==> config.mk <==
export PLATFORM = sky130hd
export DESIGN_NAME = julia_iter_engine
export DESIGN_NICKNAME = d
export VERILOG_FILES = /design/src/rtl/julia_pkg.sv /design/src/rtl/julia_fxmul.sv /design/src/rtl/julia_iter_engine.sv
export SDC_FILE = /design/constraint.sdc
export NUM_CORES = 2
export LEC_CHECK = 0
export ABC_AREA = 1
export BUFFER_PORTS_ARGS = -buffer_cell sky130_fd_sc_hd__buf_2
export CORE_MARGIN = 2
export CORE_UTILIZATION = 70
export DETAILED_ROUTE_END_ITERATION = 8
export MAX_ROUTING_LAYER = met4
export PLACE_DENSITY = 0.94
export SLEW_MARGIN = 20
export SYNTH_ARGS = -nofsm -noshare
export SYNTH_HDL_FRONTEND = slang
export SYNTH_SLANG_ARGS = --single-unit
==> constraint.sdc <==
create_clock -name i_CLK -period 23.8 [get_ports i_CLK]
set_input_delay 3.57 -clock i_CLK [delete_from_list [all_inputs] [get_ports i_CLK]]
set_output_delay 3.57 -clock i_CLK [all_outputs]
set_load 0.02 [all_outputs]
==> src/rtl/julia_pkg.sv <==
// Shared definitions for the Julia-set escape-time iterator.
package julia_pkg;

  localparam int WIDTH_DEF     = 16;
  localparam int FRAC_BITS_DEF = 12;
  localparam int ESCAPE_LIMIT  = 4 << FRAC_BITS_DEF;

  typedef enum logic [1:0] {
    IDLE = 2'd0,
    ITER = 2'd1,
    DONE = 2'd2
  } state_t;

  function automatic int esc_limit(input int frac_bits);
    return 4 << frac_bits;
  endfunction

endpackage

==> src/rtl/julia_fxmul.sv <==
// Signed fixed-point multiply: full-width product, arithmetic shift right by FRAC_BITS.
module julia_fxmul #(
  parameter int WIDTH     = 16,
  parameter int FRAC_BITS = 12
) (
  input  logic signed [WIDTH-1:0]   a,
  input  logic signed [WIDTH-1:0]   b,
  output logic signed [2*WIDTH-1:0] p
);

  logic signed [2*WIDTH-1:0] ax, bx, full;

  assign ax   = a;
  assign bx   = b;
  assign full = ax * bx;
  assign p    = full >>> FRAC_BITS;

endmodule

==> src/rtl/julia_iter_engine.sv <==
// Escape-time iterator z <= z^2 + c, one iteration per clock, until |z|^2 > 4 or MAX_ITER.
module julia_iter_engine
  import julia_pkg::*;
#(
  parameter int WIDTH      = WIDTH_DEF,
  parameter int FRAC_BITS  = FRAC_BITS_DEF,
  parameter int MAX_ITER   = 255,
  parameter int ITER_WIDTH = 8
) (
  input  logic                  i_CLK,
  input  logic                  i_RST,
  input  logic                  i_Start,
  input  logic [WIDTH-1:0]      i_ZRe,
  input  logic [WIDTH-1:0]      i_ZIm,
  input  logic [WIDTH-1:0]      i_CRe,
  input  logic [WIDTH-1:0]      i_CIm,
  output logic                  o_Busy,
  output logic                  o_Done,
  output logic [ITER_WIDTH-1:0] o_Iter,
  output logic                  o_Escaped
);

  localparam int MW = 2 * WIDTH;
  localparam logic signed [MW:0] ESC_LIM = (MW+1)'(esc_limit(FRAC_BITS));
  localparam logic [ITER_WIDTH-1:0] CAP = ITER_WIDTH'(MAX_ITER);

  state_t state, state_nxt;

  logic signed [WIDTH-1:0] zr, zi, cr, ci;
  logic [ITER_WIDTH-1:0]   count;

  logic signed [MW-1:0] zr2, zi2, zri, zr_full, zi_full;
  logic signed [MW:0]   mag;
  logic                 escape, at_cap;

  julia_fxmul #(.WIDTH(WIDTH), .FRAC_BITS(FRAC_BITS)) u_mul_rr (.a(zr), .b(zr), .p(zr2));
  julia_fxmul #(.WIDTH(WIDTH), .FRAC_BITS(FRAC_BITS)) u_mul_ii (.a(zi), .b(zi), .p(zi2));
  julia_fxmul #(.WIDTH(WIDTH), .FRAC_BITS(FRAC_BITS)) u_mul_ri (.a(zr), .b(zi), .p(zri));

  // Magnitude kept wide enough that even the most negative z cannot wrap it.
  assign mag     = $signed({zr2[MW-1], zr2}) + $signed({zi2[MW-1], zi2});
  assign escape  = mag > ESC_LIM;
  assign at_cap  = count == CAP;
  assign zr_full = zr2 - zi2 + cr;
  assign zi_full = (zri <<< 1) + ci;

  always_ff @(posedge i_CLK or posedge i_RST) begin
    if (i_RST) state <= IDLE;
    else       state <= state_nxt;
  end

  always_comb begin
    state_nxt = state;
    o_Busy    = 1'b0;
    o_Done    = 1'b0;
    case (state)
      IDLE: if (i_Start) state_nxt = ITER;
      ITER: begin
        o_Busy = 1'b1;
        if (escape || at_cap) state_nxt = DONE;
      end
      DONE: begin
        o_Busy    = 1'b1;
        o_Done    = 1'b1;
        state_nxt = IDLE;
      end
      default: state_nxt = IDLE;
    endcase
  end

  always_ff @(posedge i_CLK or posedge i_RST) begin
    if (i_RST) begin
      zr        <= '0;
      zi        <= '0;
      cr        <= '0;
      ci        <= '0;
      count     <= '0;
      o_Iter    <= '0;
      o_Escaped <= 1'b0;
    end else begin
      case (state)
        IDLE: if (i_Start) begin
          zr    <= i_ZRe;
          zi    <= i_ZIm;
          cr    <= i_CRe;
          ci    <= i_CIm;
          count <= '0;
        end
        ITER: begin
          if (escape) begin
            o_Iter    <= count;
            o_Escaped <= 1'b1;
          end else if (at_cap) begin
            o_Iter    <= CAP;
            o_Escaped <= 1'b0;
          end else begin
            // Truncation to WIDTH is a deliberate two's-complement wrap.
            zr    <= zr_full[WIDTH-1:0];
            zi    <= zi_full[WIDTH-1:0];
            count <= count + 1'b1;
          end
        end
        default: ;
      endcase
    end
  end

endmodule

==> summary.txt <==
Placement
  – # port buffers: between 70 and 80
  – Post-detail-place hpwl: between 70000 and 80000 um
  – Gpl congestion: between 0.9 and 1

Logic synthesis
  – Synthesized area per cell: approximately 8 sq um
  – Sequential area share after synthesis: between 6 and 7%
  – Mapped Area: around 0.033 sq mm
  – Mapped Cells: between 4000 and 5000
  – Ys Warns: 0
  – Ys flop type: dfrtp_1
  – Synth area leaders: fa_1 (42%), inv_1 (14%), nand2_1 (12%)
  – Synth area leader: fa_1
  – Async SR Flop Fraction: 100%
  – Register bit count reported by yosys: between 80 and 90
  – Yosys cell types: 45
  – Number of flops mapped to enable cells by yosys: 0
  – Top-area cell type share of the netlist area: 42.3%
  – Net count after synthesis: between 5000 and 6000

STA
  – Max-Slew Margin vs Limit: between 40% and 50%
  – Endpoints failing hold: 0
  – Unrepaired setup endpoints after global routing: no
  – Final hold slack: 478 ps
  – Clock skew: ~10 ps
  – Setup TNS: 0 ps
  – Least-Margin Pin Slew: ~880 ps
  – Max Slew Vio Count: 0
  – Fmax: about 100 MHz
  – Setup-failing EPs final: 0
  – Minimum clock period: ~10000 ps
  – Post-route clock period utilization: about two fifths

Clock network
  – Htree depth: 3
  – CTS tree: built
  – CTS buffer count: 9
  – Post-CTS setup buffer count: 0
  – Hold_buf cts: 0
  – CTS Sinks: between 80 and 90
  – Clock slew at reported path FFs: approximately 70 ps
  – Clk root buf: clkbuf_16
  – CTS resizes: 0
  – Worst skew pair latency: ~370 ps
  – CTS max path bufs: 2

Die
  – # rows: 80
  – Die width: around 220 um
  – # IOs: just under 80
  – Starting Density: 70.4%
  – Die Span Y: roughly 220 um
  – Core region area: 0.0474 sq mm
  – Die area: 0.0495 sq mm

Worst setup path
  – R2R depth: 41
  – Crit Path Category: flop to flop
  – Worst EP required: around 24000 ps
  – Crit path max fanout: 51
  – Crit-path slowest cell: dfrtp_1
  – CP endpoint kind: flop
  – Critical Path Source Type: flop
  – CP arrival: approximately 10000 ps
  – CP most frequent cell: nand2_1
  – Crit-path max cell delay: 920 ps

Detailed routing
  – Vias/cell: approximately 5.7
  – Drt total wl: around 89000 um
  – Vias: about 28000
  – First-pass DRT Iterations: 9
  – Drt first-iter violations: between 2000 and 3000
  – Average wire per standard cell: 18.3 um
  – DRC violations left: 1
  – Post-route ant nets: 0

Min path
  – Hold path cells: 2
  – Min-delay worst type: flop to flop

Finish
  – Multi-input gate area: ~0.026 sq mm
  – Fraction of layout cells with a size suffix above 1: 4.32%
  – Register area: a little over 0.002 sq mm
  – Synthesis-to-finish area growth: 3.40%
  – Final nets: roughly 5300
  – Fillcell total: around 3300

Global routing
  – Global route overflow: 0
  – Vias in the first global route: approximately 30000
  – Initial antenna violation count: 1
  – Largest net degree at the start of global routing: 84
  – Global-route wire length before repair: roughly 150000 um
  – Total track usage: 39.1%

Run
  – Maximum Capacitance Violations: 0

Outcome
  – Status: finished with violations
  – Failing checks: DRC
-- path summary, 6_finish.rpt --
path,startpoint,endpoint,slack [ps]
min,zr[11]$_DFFE_PP0P_,zr[11]$_DFFE_PP0P_,480
max in group asynchronous,i_RST,cr[11]$_DFFE_PP0P_,19860
min reg2reg,zr[11]$_DFFE_PP0P_,zr[11]$_DFFE_PP0P_,480
max,zr[9]$_DFFE_PP0P_,zi[3]$_DFFE_PP0P_,13870
min in group asynchronous,i_RST,o_Iter[3]$_DFFE_PP0P_,3430
max reg2reg,zr[9]$_DFFE_PP0P_,zi[3]$_DFFE_PP0P_,13870
-- routing by layer --
metal	global-route usage [%]	part of all wire, %
met5	-	0
met4	21.9	6.9
met3	8.16	11
met2	63.0	48
met1	46.1	34
-- cell type report --
class	count	share of cell area (%)
inverters	1286	14.0
repair buffers	114	1.93
clock inverters	7	0.232
well taps	615	2.23
clock buffers	9	0.652
multi-input cells	2736	75.0
flip-flops and latches	83	6.01
diodes	1	0.00725
-- Yosys cell counts, types with 3 or more instances --
cell type,count
xor2_1,72
buf_1,11
o2111ai_1,3
xnor2_1,48
o31ai_1,4
nor4_1,3
or2_2,12
nand4_1,57
nand2_2,11
inv_1,1285
fa_1,705
nand2_1,1051
a31oi_1,11
a211oi_1,4
clkbuf_1,121
a31o_2,3
dfrtp_1,83
ha_1,303
nand3_1,74
nor2_2,19
buf_2,13
nor3_1,17
a21o_1,14
nor2_1,121
a21oi_1,107
o21ai_0,63
buf_6,4
o21bai_1,14
-- cell families after synthesis --
kind of cell / synth area share [%]
buf+inv: 16.3
fa+ha+maj: 53.6
flops: 6.22
simple gates: 16.8
xor+xnor: 3.19
compound gates: 3.94
-- metrics by stage --
stage	instance area, sq um	cells	setup slack [ps]	utilization [%]
4_1_cts	34500	4850	14210	72.8
2_1_floorplan	33400	4255	16180	-
5_1_grt	34500	4851	13370	72.8
6_report	34500	4851	13870	72.8
3_3_place_gp	34200	4834	14630	72.1
3_5_place_dp	34200	4834	14270	72.1
-- placed cells by master, fill, tap and decap left out, types with 9 or more instances in the layout --
| cell | count |
|---|---|
| nor3_1 | 17 |
| nand4_1 | 57 |
| a31oi_1 | 11 |
| dfrtp_1 | 83 |
| nor2_2 | 19 |
| nor2_1 | 121 |
| o21bai_1 | 14 |
| fa_1 | 705 |
| nand3_1 | 74 |
| ha_1 | 302 |
| xor2_1 | 72 |
| buf_2 | 77 |
| nand2_2 | 11 |
| buf_4 | 36 |
| a21o_1 | 14 |
| or2_2 | 12 |
| inv_1 | 1284 |
| o21ai_0 | 63 |
| a21oi_1 | 107 |
| xnor2_1 | 48 |
| nand2_1 | 1051 |
| clkbuf_16 | 9 |
-- flip-flops by register name (all words and copies together) (netlist names) --
name	flops
ci	16
o_Iter	8
count	8
zr	16
state	2
o_Escaped	1
zi	16
cr	16
-- critical path: cells and delay by family (launching register included) --
family / cells / cell delay (ps)
DFF: 1 / 920
AOI/OAI and AO/OA: 5 / 990
buffers and inverters: 9 / 860
xor gates and xnor gates: 1 / 400
and+or+nand+nor: 18 / 2940
adders and majority gates: 8 / 3610
Power is left out: the tool's default activity adds up to more than one toggle a clock period on the data nets, which glitch-free logic cannot reach.
